==> config.mk <==
export PLATFORM = sky130hd
export DESIGN_NAME = run_sequence_ctrl
export DESIGN_NICKNAME = d
export VERILOG_FILES = /design/src/rtl/run_sequence_ctrl_pkg.sv /design/src/rtl/run_sequence_ctrl.sv
export SDC_FILE = /design/constraint.sdc
export NUM_CORES = 1
export LEC_CHECK = 0
export ABC_AREA = 1
export CAP_MARGIN = 30
export CORE_ASPECT_RATIO = 0.7
export CORE_MARGIN = 3
export CORE_UTILIZATION = 41
export CTS_CLUSTER_SIZE = 25
export DETAILED_ROUTE_END_ITERATION = 16
export PLACE_DENSITY = 0.77
export SLEW_MARGIN = 10
export SYNTH_ARGS = -nofsm -noshare
export SYNTH_HDL_FRONTEND = slang
export SYNTH_SLANG_ARGS = --single-unit
export TNS_END_PERCENT = 100
==> constraint.sdc <==
create_clock -name clk -period 1.4 [get_ports clk]
set_input_delay 0.28 -clock clk [delete_from_list [all_inputs] [get_ports clk]]
set_output_delay 0.28 -clock clk [all_outputs]
set_load 0.05 [all_outputs]
==> src/rtl/run_sequence_ctrl_pkg.sv <==
// ============================================================================
//  Module      : run_sequence_ctrl_pkg
//  Description : Stage state codes and the run-loop exit rule shared by the
//                CAVLC run_before / level-run sequencer.
//  Revision    : 1.0 - initial release
// ============================================================================
`default_nettype none

package run_sequence_ctrl_pkg;

    // Stage codes seen by the run datapath; the idle code is reserved here.
    localparam logic [3:0] c_RUN_CTRL_IDLE         = 4'b1111;
    localparam logic [3:0] c_RUN_BEFORE_LUT        = 4'b1000;
    localparam logic [3:0] c_RUN_OF_ZEROS          = 4'b1001;
    localparam logic [3:0] c_LEVEL_RUN_COMBINATION = 4'b1010;

    // The run_before loop stops once no further codeword can follow.
    function automatic logic run_loop_last(
        input logic [4:0] total_coeff,
        input logic [3:0] total_zeros,
        input logic [3:0] zeros_left,
        input logic [3:0] idx
    );
        return (total_coeff == 5'd1) || (total_zeros == 4'd0) ||
               (zeros_left == 4'd0) || ({1'b0, idx} == (total_coeff - 5'd2));
    endfunction

endpackage

`default_nettype wire

==> src/rtl/run_sequence_ctrl.sv <==
// ============================================================================
//  Module      : run_sequence_ctrl
//  Description : Sequences run_before decoding and level/run combination for
//                one CAVLC residual block, pacing bitstream consumption.
//  Revision    : 1.0 - initial release
// ============================================================================
`default_nettype none

module run_sequence_ctrl
    import run_sequence_ctrl_pkg::*;
(
    input  logic       clk,
    input  logic       reset,
    input  logic       start,
    input  logic [4:0] TotalCoeff,
    input  logic [3:0] total_zeros,
    input  logic       bs_ready,
    input  logic [3:0] run_of_zeros_len,
    input  logic [3:0] zerosLeft,
    input  logic [3:0] run,
    output logic [3:0] run_state,
    output logic [3:0] i_run,
    output logic       IsRunLoop,
    output logic [3:0] i_TotalCoeff,
    output logic [3:0] coeffNum,
    output logic [3:0] bs_advance,
    output logic       busy,
    output logic       done
);

    localparam logic [2:0] c_S_IDLE  = 3'd0;
    localparam logic [2:0] c_S_LUT   = 3'd1;
    localparam logic [2:0] c_S_ZEROS = 3'd2;
    localparam logic [2:0] c_S_COMB  = 3'd3;
    localparam logic [2:0] c_S_DONE  = 3'd4;

    logic [2:0] r_state;
    logic [2:0] w_next_state;
    logic [3:0] r_i_run;
    logic [3:0] r_i_total_coeff;
    logic [4:0] r_acc;
    logic       r_is_run_loop;
    logic       w_loop_last;

    assign w_loop_last = run_loop_last(TotalCoeff, total_zeros, zerosLeft, r_i_run);

    always_ff @(posedge clk) begin
        if (reset) begin
            r_state <= c_S_IDLE;
        end else begin
            r_state <= w_next_state;
        end
    end

    always_ff @(posedge clk) begin
        if (reset) begin
            r_i_run         <= 4'd0;
            r_i_total_coeff <= 4'd0;
            r_acc           <= 5'd0;
            r_is_run_loop   <= 1'b0;
        end else begin
            case (r_state)
                c_S_IDLE: begin
                    if (start) begin
                        r_i_run       <= 4'd0;
                        r_is_run_loop <= 1'b0;
                        r_acc         <= 5'd0;
                    end
                end
                c_S_ZEROS: begin
                    if (w_loop_last) begin
                        r_i_total_coeff <= 4'(TotalCoeff - 5'd1);
                        r_acc           <= 5'd0;
                    end else begin
                        r_i_run       <= r_i_run + 4'd1;
                        r_is_run_loop <= 1'b1;
                    end
                end
                c_S_COMB: begin
                    // Accumulator tracks the scan position just past the last written coefficient.
                    r_acc <= r_acc + {1'b0, run} + 5'd1;
                    if (r_i_total_coeff != 4'd0) begin
                        r_i_total_coeff <= r_i_total_coeff - 4'd1;
                    end
                end
                default: begin
                end
            endcase
        end
    end

    always_comb begin
        w_next_state = r_state;
        case (r_state)
            c_S_IDLE: begin
                if (start) begin
                    w_next_state = (TotalCoeff == 5'd0) ? c_S_DONE : c_S_LUT;
                end
            end
            c_S_LUT: begin
                if (bs_ready) begin
                    w_next_state = c_S_ZEROS;
                end
            end
            c_S_ZEROS: begin
                w_next_state = w_loop_last ? c_S_COMB : c_S_LUT;
            end
            c_S_COMB: begin
                if (r_i_total_coeff == 4'd0) begin
                    w_next_state = c_S_DONE;
                end
            end
            c_S_DONE: begin
                w_next_state = c_S_IDLE;
            end
            default: begin
                w_next_state = c_S_IDLE;
            end
        endcase
    end

    always_comb begin
        run_state  = c_RUN_CTRL_IDLE;
        coeffNum   = 4'd0;
        bs_advance = 4'd0;
        busy       = (r_state != c_S_IDLE);
        done       = (r_state == c_S_DONE);
        case (r_state)
            c_S_LUT: begin
                run_state  = c_RUN_BEFORE_LUT;
                bs_advance = bs_ready ? run_of_zeros_len : 4'd0;
            end
            c_S_ZEROS: begin
                run_state = c_RUN_OF_ZEROS;
            end
            c_S_COMB: begin
                run_state = c_LEVEL_RUN_COMBINATION;
                coeffNum  = r_acc[3:0] + run;
            end
            default: begin
            end
        endcase
    end

    assign i_run        = r_i_run;
    assign IsRunLoop    = r_is_run_loop;
    assign i_TotalCoeff = r_i_total_coeff;

endmodule

`default_nettype wire
==> key figures, run 1 <==
Synth
  • Post-synth ARST share: 0%
  • Synth top cells by count: 42 x nand2_1, 23 x nor2_1, 21 x inv_1, 17 x a21oi_1, 16 x dfxtp_1
  • Synthesized area: 0.00138 sq mm
  • Count leader, synth: nand2_1
  • Synth Area in Simple Gates: 40.2%
  • Post-synth net total: 235
  • Synth top area share: 23.2%
  • Main combinational cell family by area after synthesis: simple AND/OR/NAND/NOR gates
  • Synth Register Bits: 16
  • Number of synthesis warnings: 0
  • Post-Synth Adder-Cell Area: 9.24%
  • Post-synth EDFFs: 0
  • Syn Area/Cell: 6.87 sq um
  • Synth top area cells: dfxtp_1 23%, nand2_1 11%, ha_1 6.3%
  • Synth area leader: dfxtp_1
  • Cells after Synth: 201
  • XOR/XNOR Fraction of Synth Area: 4.44%
  • Post-synthesis compound-gate area fraction: 12.7%
  • Part of the Yosys area used for sequential elements: 23.2%
  • Main synth FF type: dfxtp_1
  • Multiplexer share of the synthesized area: 0%
  • Distinct cell type count after synthesis: 35

Clock tree
  • Number of clock sinks: 16
  • Post-CTS Hold Fix Bufs: 0
  • CTS buffer count: 3
  • Clock buffer depth: 2
  • Clk root buf: clkbuf_8
  • H-tree depth: 1
  • Post-CTS Setup Bufs: 11
  • Post_cts resized: 87

Die
  • Floorplan die height: 54.6 um
  • Initial core utilization: 46.0%
  • Ports: 48
  • Die W: 75.4 um
  • Row cnt: 16

Place
  • Final GP Congestion: 0.882
  • Final HPWL DP: 3500 um
  • Placed cell count: 321
  • IO buf count: 46
  • Dpl ws: -651 ps

Status
  • Status: stopped before the end
  • Stopping stage: clock tree synthesis (4_1_cts)
  • First Err: [ERROR DPL-0033] detailed placement checks failed during check placement.
==> kinds of logic after synthesis <==
group	after synthesis
other	1
AOI/OAI and AO/OA	29
adders and majority gates	9
DFF	16
buffers and inverters	31
xor gates and xnor gates	7
and+or+nand+nor	108
==> per-stage QoR <==
| stage | util [%] | area, sq um | TNS (ps) |
|---|---|---|---|
| 3_5_place_dp | 85.6 | 2570 | -11040 |
| 3_3_place_gp | 85.6 | 2570 | -9930 |
| 2_1_floorplan | - | 1530 | -883 |
==> run 2: changes to the inputs <==
- CORE_ASPECT_RATIO: 0.7 -> unset
- CORE_UTILIZATION: 41 -> 37
- CTS_CLUSTER_SIZE: 25 -> unset
- PLACE_DENSITY: 0.77 -> unset
- PLACE_DENSITY_LB_ADDON: unset -> 0.15
- clock period: 1.4 -> 1.8 ns (I/O delays scaled with it)
==> run 2 against run 1 <==
Against the previous run: synthesized area did not move; synthesized cell count did not move; the flow now finishes, with violations (setup timing).
==> key figures, run 2 <==
Status
  • Status: complete, but fails checks
  • Failing checks: setup timing

Setup path
  • Critical path arrival: 1560 ps
  • CP Max Fanout: 2
  • Worst r2r dst: i_TotalCoeff[2]$_SDFFE_PP0P_
  • Worst setup EP type: primary output
  • CP Launch Type: register
  • Kind of critical path: reg2out
  • Critical path required time: 1440 ps
  • Worst r2r src: r_state[1]$_SDFFE_PP0P_
  • Register-to-Register Path Depth: 7
  • R2R setup slack: 300 ps

Timing
  • Final Hold Fails: 0
  • Unrepaired setup endpoints after global routing: true
  • Setup Skew: 2.09 ps
  • Setup tns final: -326 ps
  • Fin crit period: 1920 ps
  • Final setup fails: 3
  • Final period util: 106%
  • Max Slew Vio Count: 0
  • FMAX: 0.522 GHz
  • Worst Slack Setup Final: -116 ps

Synth
  • Main synth FF type: dfxtp_1
  • Post-Synth Adder-Cell Area: 9.24% (unchanged)
  • Post-synth net total: 235 (unchanged)
  • Synth Area in Simple Gates: 40.2% (unchanged)
  • Synth top cells by count: 42 x nand2_1, 23 x nor2_1, 21 x inv_1, 17 x a21oi_1, 16 x dfxtp_1
  • Synth area leader: dfxtp_1
  • Syn Area/Cell: 6.87 sq um (unchanged)
  • Multiplexer share of the synthesized area: 0% (unchanged)
  • Post-synth EDFFs: 0 (unchanged)
  • Synth top area share: 23.2% (unchanged)
  • Post-synthesis compound-gate area fraction: 12.7% (unchanged)
  • XOR/XNOR Fraction of Synth Area: 4.44% (unchanged)
  • Cells after Synth: 201 (unchanged)
  • Synth top area cells: dfxtp_1 23%, nand2_1 11%, ha_1 6.3%
  • Count leader, synth: nand2_1
  • Synth Register Bits: 16 (unchanged)
  • Post-synth ARST share: 0% (unchanged)
  • Number of synthesis warnings: 0 (unchanged)
  • Synthesized area: 0.00138 sq mm (unchanged)
  • Part of the Yosys area used for sequential elements: 23.2% (unchanged)
  • Distinct cell type count after synthesis: 35 (unchanged)
  • Main combinational cell family by area after synthesis: simple AND/OR/NAND/NOR gates

Routing
  • Vias after detailed routing: 1466
  • Detail Route Antenna Nets: 0
  • WL/cell: 11.2 um
  • Post-Route WL: 3520 um
  • DR vias/cell: 4.68
  • Initial DRC Count: 68
  • DR pass1 iterations: 4
  • # DRC: 0

Die
  • Ports: 48 (unchanged)
  • Row cnt: 21 (+5)
  • Floorplan die height: 67.1 um (+23%)
  • Initial core utilization: 39.8% (-6.2 points)
  • Die W: 67.1 um (-11%)
  • DIE AREA: 0.00450 sq mm
  • Core area: 0.00347 sq mm

Power and ir drop
  • PD cells: 586 mW/mm^2
  • Peak supply drop: 0.287 mV
  • Total chip power: 1.36 mW
  • Leakage power: 1.05 nW

Clock tree
  • Clock-pin transition on the worst setup and hold timing paths: 60 ps
  • Clock buffer depth: 2 (unchanged)
  • Number of clock sinks: 16 (unchanged)
  • Clk_lat worst skew: 250 ps
  • Clk root buf: clkbuf_8
  • H-tree depth: 1 (unchanged)
  • CTS tree: yes
  • CTS buffer count: 3 (unchanged)

Finish
  • Commonest non-fill, non-tap cells in the layout: 42 x nand2_1, 30 x buf_4, 19 x clkdlybuf4s50_1, 17 x inv_1, 15 x nand3_1
  • Number of inserted diodes: 0
  • Finished Core Util: 67.1%
  • Fraction of final layout cells sized beyond drive strength 1: 42.3%
  • Final Cell Area: 0.00233 sq mm
  • Area growth from synthesis to layout: 68.6%
  • Fin nets: 303
  • Finished Layout Cells: 313
  • Commonest non-fill, non-tap cell in the layout: nand2_1

Global route
  • Initial antenna violation count: 0
  • Vias in the first global route: 1379
  • Largest net degree at the start of global routing: 15
  • Total GRT Usage: 17.4%
  • Gr ovfl total: 0
  • First-pass GRT wire length: 6070 um

Place
  • Final HPWL DP: 2830 um (-19%)
  • IO buf count: 46 (unchanged)
  • Placed cell count: 309 (-3.7%)
  • Dpl cell area: 0.00217 sq mm (-16%)
  • Final GP Congestion: 0.759 (-14%)

Min path
  • WHS Endpoint: IsRunLoop$_SDFFE_PP0P_
  • Hold_sp: IsRunLoop$_SDFFE_PP0P_
  • Hold WC Path Type: reg2reg
  • Hold-critical path depth: 2

Flow run
  • Max-cap viol count: 0
## run 2: cell counts after synthesis
Identical to the previous run, type by type.
## run 2: metrics by stage
step / hold WS (ps) / worst slack, ps
floorplan: 436 / -97.5
global placement: 454 / -470
detailed placement: 458 / -472
CTS: 473 / -158
global route: 489 / -167
finish: 468 / -116
## run 2: routing by layer
layer,share of wire [%],GRT usage (%)
met1,43,21.4
met2,51,30.7
met3,5.5,4.55
met4,0.65,3.04
met5,0,0
## run 2: critical path, cell delays in order (launching register included)
cell	delay (ps)
dfxtp_2	340
ha_4	170
fa_2	520
inv_2	40
nor2_4	90
buf_12	140
## run 2: cell type report
| type | count | area (sq um) |
|---|---|---|
| fillers | 316 | 1140 |
| multi-input cells | 154 | 1080 |
| repair buffers | 67 | 713 |
| flip-flops and latches | 16 | 328 |
| inverters | 27 | 106 |
| well taps | 46 | 57.6 |
| clock buffers | 3 | 41.3 |
## run 2: what timing repair did
item	4_1_cts	5_1_grt
setup endpoints to repair	13	22
hold buffers	0	0
pin swaps	6	6
buffers inserted	1	0
gates resized for setup	25	17
## run 2: logic make-up (layout without fill, tap and decap cells)
kind of cell,count (synthesis),count (layout)
xor gates and xnor gates,7,7
other,1,1
DFF,16,16
adders and majority gates,9,9
AOI/OAI and AO/OA,29,29
buffers and inverters,31,97
and+or+nand+nor,108,108
## run 2: worst max-delay path by stage
| stage | end | startpoint |
|---|---|---|
| 3_3_place_gp | coeffNum[2] | run[0] |
| 3_5_place_dp | coeffNum[2] | run[0] |
| 4_1_cts | coeffNum[3] | r_acc[2]$_SDFFE_PP0P_ |
| 5_1_grt | coeffNum[3] | r_acc[2]$_SDFFE_PP0P_ |
| 6_report | coeffNum[1] | r_acc[0]$_SDFFE_PP0P_ |
| 2_1_floorplan | coeffNum[3] | run[2] |
## run 2: where the power goes
| part | switching [mW] | total, mW | internal [mW] |
|---|---|---|---|
| logic | 0.394 | 0.686 | 0.292 |
| registers | 0.0310 | 0.406 | 0.375 |
| clock network | 0.124 | 0.273 | 0.148 |
(Power assumes the default switching activity.)
==> run 3: changes to the inputs <==
- clock period: 1.8 -> 2.34 ns (I/O delays scaled with it)
==> run 3 against run 2 <==
Against the previous run: the run now ends clean; first-iteration DRC count down 53%; combinational power is 35% lower; critical path depth grew 3; critical path type is now in2out; via count is 2.5% lower; cell count decreased by 3.5%; register-to-register slack better by 330 ps; sequential share of layout area grew 1.3 points; clock skew about the same; utilization shrank 7.0 points; sequential cell count is the same; non-clock buffer count fell by 11; clock power fell by 23%.
==> key figures, run 3 (synthesis results as in run 2) <==
Status
  • Status: completed

Setup path
  • CP Launch Type: primary input
  • CP cell instances: dlygate4sd2_1, ha_4, a21oi_2, inv_1, a31oi_1, o21ai_1, a21oi_2, buf_12
  • Worst setup EP type: primary output
  • Critical path required time: 1870 ps (+430 ps)
  • Kind of critical path: in2out
  • Worst path max stage delay: 260 ps (-260 ps)
  • Register-to-Register Path Depth: 7 (unchanged)
  • R2R setup slack: 630 ps (+330 ps)
  • Worst r2r dst: i_TotalCoeff[2]$_SDFFE_PP0P_
  • Most frequent CP cell: a21oi_2
  • CP Max Fanout: 2 (unchanged)
  • Worst r2r src: r_state[0]$_SDFFE_PP0P_
  • Critical path arrival: 1760 ps (+200 ps)
  • Worst path slowest cell: dlygate4sd2_1

Finish
  • Number of inserted diodes: 0 (unchanged)
  • Commonest non-fill, non-tap cell in the layout: nand2_1
  • Commonest non-fill, non-tap cells in the layout: 42 x nand2_1, 33 x clkdlybuf4s50_1, 22 x nor2_1, 21 x inv_1, 16 x dfxtp_1
  • Fraction of final layout cells sized beyond drive strength 1: 23.8% (-18 points)
  • Finished Layout Cells: 302 (-3.5%)
  • # fillers: 332 (+5.1%)
  • Fin nets: 292 (-3.6%)
  • Area growth from synthesis to layout: 51.0%

Global route
  • GR Layer Usage met3: 1.52% (-3.0 points)
  • Gr ovfl total: 0 (unchanged)
  • Grt peak-use layer: met2
  • Initial antenna violation count: 0 (unchanged)
  • Vias in the first global route: 1325 (-3.9%)
  • Total GRT Usage: 16.3% (-1.2 points)
  • Met2 Track Usage GR: 29.9% (-0.74 points)
  • First-pass GRT wire length: 5670 um (-6.5%)
  • Met1 usage: 19.3% (-2.1 points)
  • Largest net degree at the start of global routing: 17 (+2)

Timing
  • Worst Slack Setup Final: 113 ps (+228 ps)
  • FMAX: 0.449 GHz
  • Final Hold Fails: 0 (unchanged)
  • Unrepaired setup endpoints after global routing: false
  • Setup Skew: 1.77 ps (-0.317 ps)
  • Final period util: 95.2%
  • Max Slew Vio Count: 0 (unchanged)
  • Fin crit period: 2230 ps
  • Relative slew margins: 63.8%
  • Worst-Margin Slew: 541 ps
  • Final setup fails: 0 (-3)

Clock tree
  • CTS tree: yes
  • Clock buffer depth: 2 (unchanged)
  • Clk_lat worst skew: 250 ps (about the same)
  • Clk root buf: clkbuf_8
  • H-tree depth: 1 (unchanged)
  • CTS buffer count: 3 (unchanged)
  • Clock-pin transition on the worst setup and hold timing paths: 60 ps (about the same)
  • Number of clock sinks: 16 (unchanged)

Place
  • Final GP Congestion: 0.773 (+1.8%)
  • Dpl ws: -152 ps (+320 ps)
  • Placed cell count: 298 (-3.6%)
  • Final HPWL DP: 2780 um (-1.9%)
  • IO buf count: 46 (unchanged)

Routing
  • Detail Route Antenna Nets: 0 (unchanged)
  • # DRC: 0 (unchanged)
  • DR vias/cell: 4.74 (+1.1%)
  • WL/cell: 11.4 um (+1.5%)
  • Vias after detailed routing: 1430 (-2.5%)
  • Initial DRC Count: 32 (-53%)
  • DR pass1 iterations: 4 (unchanged)
  • Post-Route WL: 3450 um (-2.1%)

Min path
  • Hold-critical path depth: 2 (unchanged)
  • Hold_sp: IsRunLoop$_SDFFE_PP0P_
  • Hold WC Path Type: reg2reg
  • WHS Endpoint: IsRunLoop$_SDFFE_PP0P_

Die
  • Floorplan die height: 67.1 um (unchanged)
  • Core area: 0.00347 sq mm (unchanged)
  • Die W: 67.1 um (unchanged)
  • DIE AREA: 0.00450 sq mm (unchanged)
  • Ports: 48 (unchanged)
  • Initial core utilization: 39.8% (unchanged)
  • Row cnt: 21 (unchanged)

Power and ir drop
  • Leakage power: 0.949 nW (-9.9%)
  • PD cells: 466 mW/mm^2 (-21%)
  • Peak supply drop: 0.248 mV (-14%)

Flow run
  • Max-cap viol count: 0 (unchanged)
-- run 3: cell types whose count changed in the layout (fill, tap and decap cells not counted), moves of 3 or more --
cell / previous run / this run
inv_2: 8 / 5
buf_12: 12 / 8
buf_4: 30 / 11
clkdlybuf4s50_1: 19 / 33
inv_1: 17 / 21
nor2_2: 11 / 5
nor2_1: 14 / 22
dfxtp_1: 12 / 16
a21oi_4: 3 / 0
dfxtp_2: 3 / 0
dlygate4sd2_1: 0 / 3
-- run 3: where the power goes --
group	total, mW	switching, mW	internal (mW)
logic	0.448	0.274	0.175
registers	0.312	0.0235	0.288
clock network	0.211	0.0966	0.114
total	0.971	0.394	0.577
-- run 3: final cells by class --
type | count | area (sq um) | area share, %
Sequential cell | 16 | 320 | 15.4
Tap cell | 46 | 57.6 | 2.76
Clock buffer | 3 | 41.3 | 1.98
Timing Repair Buffer | 56 | 612 | 29.3
Multi-Input combinational cell | 154 | 951 | 45.6
Inverter | 27 | 104 | 4.98
-- run 3: repair_timing --
action / 4_1_cts / 5_1_grt
buffers inserted: 1 / 0
gates resized for setup: 9 / 1
hold buffers: 0 / 0
endpoints found under the hold margin: 0 / 0
pin swaps: 6 / 0
setup endpoints to repair: 3 / 1
-- run 3: worst max-delay path, delay by kind of cell --
kind,cells,cell delay (ps)
AO/OA/AOI/OAI,4,610
buffers and inverters,3,460
adder cells (fa/ha/maj),1,220
-- run 3: layer usage --
| metal | routed length [um] | vias to the layer above |
|---|---|---|
| met5 | 0 | - |
| met4 | 46 | 0 |
| met3 | 104 | 5 |
| met2 | 1770 | 24 |
| met1 | 1530 | 644 |
| li1 | - | 757 |
-- run 3: worst max-delay path by stage --
| stage | slack, ps | endpoint | startpoint |
|---|---|---|---|
| finish | 110 | coeffNum[3] | run[2] |
| global placement | -120 | coeffNum[1] | run[0] |
| global route | 6 | coeffNum[3] | run[2] |
| detailed placement | -150 | coeffNum[1] | run[0] |
| floorplan | 30 | coeffNum[3] | run[2] |
| CTS | 100 | done | r_state[0]$_SDFFE_PP0P_ |
-- run 3: metrics by stage --
stage	area, sq um	util (%)	hold WS (ps)	setup TNS, ps	power [mW]
6_report	2090	60.1	466	0	0.971
4_1_cts	2080	60.1	472	0	0.978
3_5_place_dp	2010	58.1	456	-434	0.766
2_1_floorplan	1390	-	443	0	0.615
3_3_place_gp	2010	58.1	456	-324	0.763
5_1_grt	2090	60.1	498	0	1.03
==> run 4: changes to the inputs <==
- CTS_CLUSTER_DIAMETER: unset -> 40
- clock period: 2.34 -> 2.53 ns (I/O delays scaled with it)
==> run 4 against run 3 <==
Against the previous run: wire length up 0.75%; first-iteration DRC count down 16%; setup slack worse by 49 ps; critical endpoint is now coeffNum[2]; global-route usage down 0.22 points; via count down 0.77%; sequential share of layout area down 0.23 points; final area up 1.5%.
==> key figures, run 4 (synthesis results as in run 2) <==
Timing
  • Final Hold Fails: 0 (unchanged)
  • Setup Skew: 3.02 ps (+1.25 ps)
  • Setup tns final: 0 ps (unchanged)
  • Relative slew margins: 63.6% (-0.22 points)
  • Max Slew Vio Count: 0 (unchanged)
  • Final setup fails: 0 (unchanged)
  • Fin crit period: 2470 ps
  • Final period util: 97.5%
  • FMAX: 0.405 GHz
  • Worst-Margin Slew: 544 ps (+3.29 ps)

Power and ir drop
  • PD cells: 443 mW/mm^2 (-4.7%)
  • Total chip power: 0.939 mW (-3.3%)
  • Peak supply drop: 0.265 mV (+7.2%)
  • Leakage power: 0.922 nW (-2.8%)

Finish
  • Fraction of final layout cells sized beyond drive strength 1: 24.7% (+0.88 points)
  • Fin nets: 290 (-0.68%)
  • Commonest non-fill, non-tap cell in the layout: nand2_1
  • Final Cell Area: 0.00212 sq mm (+1.5%)
  • Number of inserted diodes: 0 (unchanged)
  • Finished Core Util: 61.0% (+0.90 points)
  • Reg area: 320 sq um (unchanged)
  • Footprint of the multi-input gates: 980 sq um (+3.0%)
  • Commonest non-fill, non-tap cells in the layout: 42 x nand2_1, 38 x clkdlybuf4s50_1, 21 x nor2_1, 20 x inv_1, 16 x dfxtp_1
  • # fillers: 337 (+1.5%)
  • Area growth from synthesis to layout: 53.3%

Setup path
  • CP Max Fanout: 2 (unchanged)
  • Kind of critical path: in2out
  • CP Launch Type: primary input
  • Critical path arrival: 1960 ps (+200 ps)
  • Critical path required time: 2020 ps (+150 ps)
  • Worst setup EP type: primary output

Global route
  • Initial antenna violation count: 0 (unchanged)
  • First-pass GRT wire length: 5710 um (+0.74%)
  • Gr ovfl total: 0 (unchanged)
  • Vias in the first global route: 1309 (-1.2%)
  • Largest net degree at the start of global routing: 16 (-1)
  • Total GRT Usage: 16.1% (-0.22 points)

Clock tree
  • Number of clock sinks: 16 (unchanged)
  • Clk root buf: clkbuf_8
  • Post-CTS Hold Fix Bufs: 0 (unchanged)
  • Clock-pin transition on the worst setup and hold timing paths: 70 ps (about the same)
  • CTS tree: yes
  • Clk_lat worst skew: 250 ps (about the same)
  • Clock buffer depth: 2 (unchanged)
  • H-tree depth: 1 (unchanged)
  • CTS buffer count: 3 (unchanged)

Die
  • Core area: 0.00347 sq mm (unchanged)
  • Initial core utilization: 39.8% (unchanged)
  • Ports: 48 (unchanged)
  • Die W: 67.1 um (unchanged)
  • DIE AREA: 0.00450 sq mm (unchanged)
  • Floorplan die height: 67.1 um (unchanged)
  • Row cnt: 21 (unchanged)

Place
  • Final HPWL DP: 2680 um (-3.5%)
  • IO buf count: 46 (unchanged)
  • Final GP Congestion: 0.778 (+0.65%)
  • Dpl cell area: 0.00200 sq mm (-0.62%)

Routing
  • DR vias/cell: 4.71 (-0.44%)
  • Vias after detailed routing: 1419 (-0.77%)
  • Post-Route WL: 3470 um (+0.75%)
  • Detail Route Antenna Nets: 0 (unchanged)
  • Initial DRC Count: 27 (-16%)
  • WL/cell: 11.5 um (+1.1%)
  • DR pass1 iterations: 4 (unchanged)
  • # DRC: 0 (unchanged)

Status
  • Status: completed

Flow run
  • Max-cap viol count: 0 (unchanged)

Min path
  • Hold WC Path Type: reg2reg
-- run 4: layout make-up --
| cell class | count | share of cell area (%) |
|---|---|---|
| Multi-Input combinational cell | 154 | 46.3 |
| Clock buffer | 4 | 2.60 |
| Timing Repair Buffer | 54 | 28.4 |
| Inverter | 27 | 4.91 |
| Sequential cell | 16 | 15.1 |
| Tap cell | 46 | 2.72 |
-- run 4: metrics by stage --
step	instances	setup WS, ps	hold WS [ps]
3_3_place_gp	296	-1.93	455
2_1_floorplan	201	142	443
5_1_grt	301	-13.6	494
4_1_cts	301	6.13	475
3_5_place_dp	296	-54.9	463
6_report	301	63.3	474
-- run 4: layer usage --
layer,up-vias,GRT usage (%),routed length [um]
li1,754,-,-
met3,2,3.37,116
met4,0,2.28,8
met1,640,20.6,1540
met5,-,0,0
met2,23,28.1,1810
-- run 4: path summary, 6_finish.rpt --
path | startpoint | end | slack (ps) | cells past startpoint
worst min-delay path | r_acc[3]$_SDFFE_PP0P_ | r_acc[3]$_SDFFE_PP0P_ | 470 | 2
worst max register to register | r_state[0]$_SDFFE_PP0P_ | i_TotalCoeff[2]$_SDFFE_PP0P_ | 920 | 8
worst min register to register | r_acc[3]$_SDFFE_PP0P_ | r_acc[3]$_SDFFE_PP0P_ | 470 | 2
worst max-delay path | run[0] | coeffNum[2] | 60 | 6
-- run 4: worst max-delay path, cell delays in order --
cell and delay, ps:
clkdlybuf4s50_1 430, ha_2 210, fa_1 380, xnor2_1 150, nor2_2 130, buf_12 150
-- run 4: power by group --
part           switching, mW  internal [mW]
clock network         0.0935          0.138
registers             0.0209          0.267
logic                  0.255          0.165
-- run 4: timing repair --
action	CTS	global route
endpoints found under the hold margin	0	0
pin swaps	2	2
endpoints found under the setup margin	2	3
resized for setup	3	9
buffers inserted	1	0
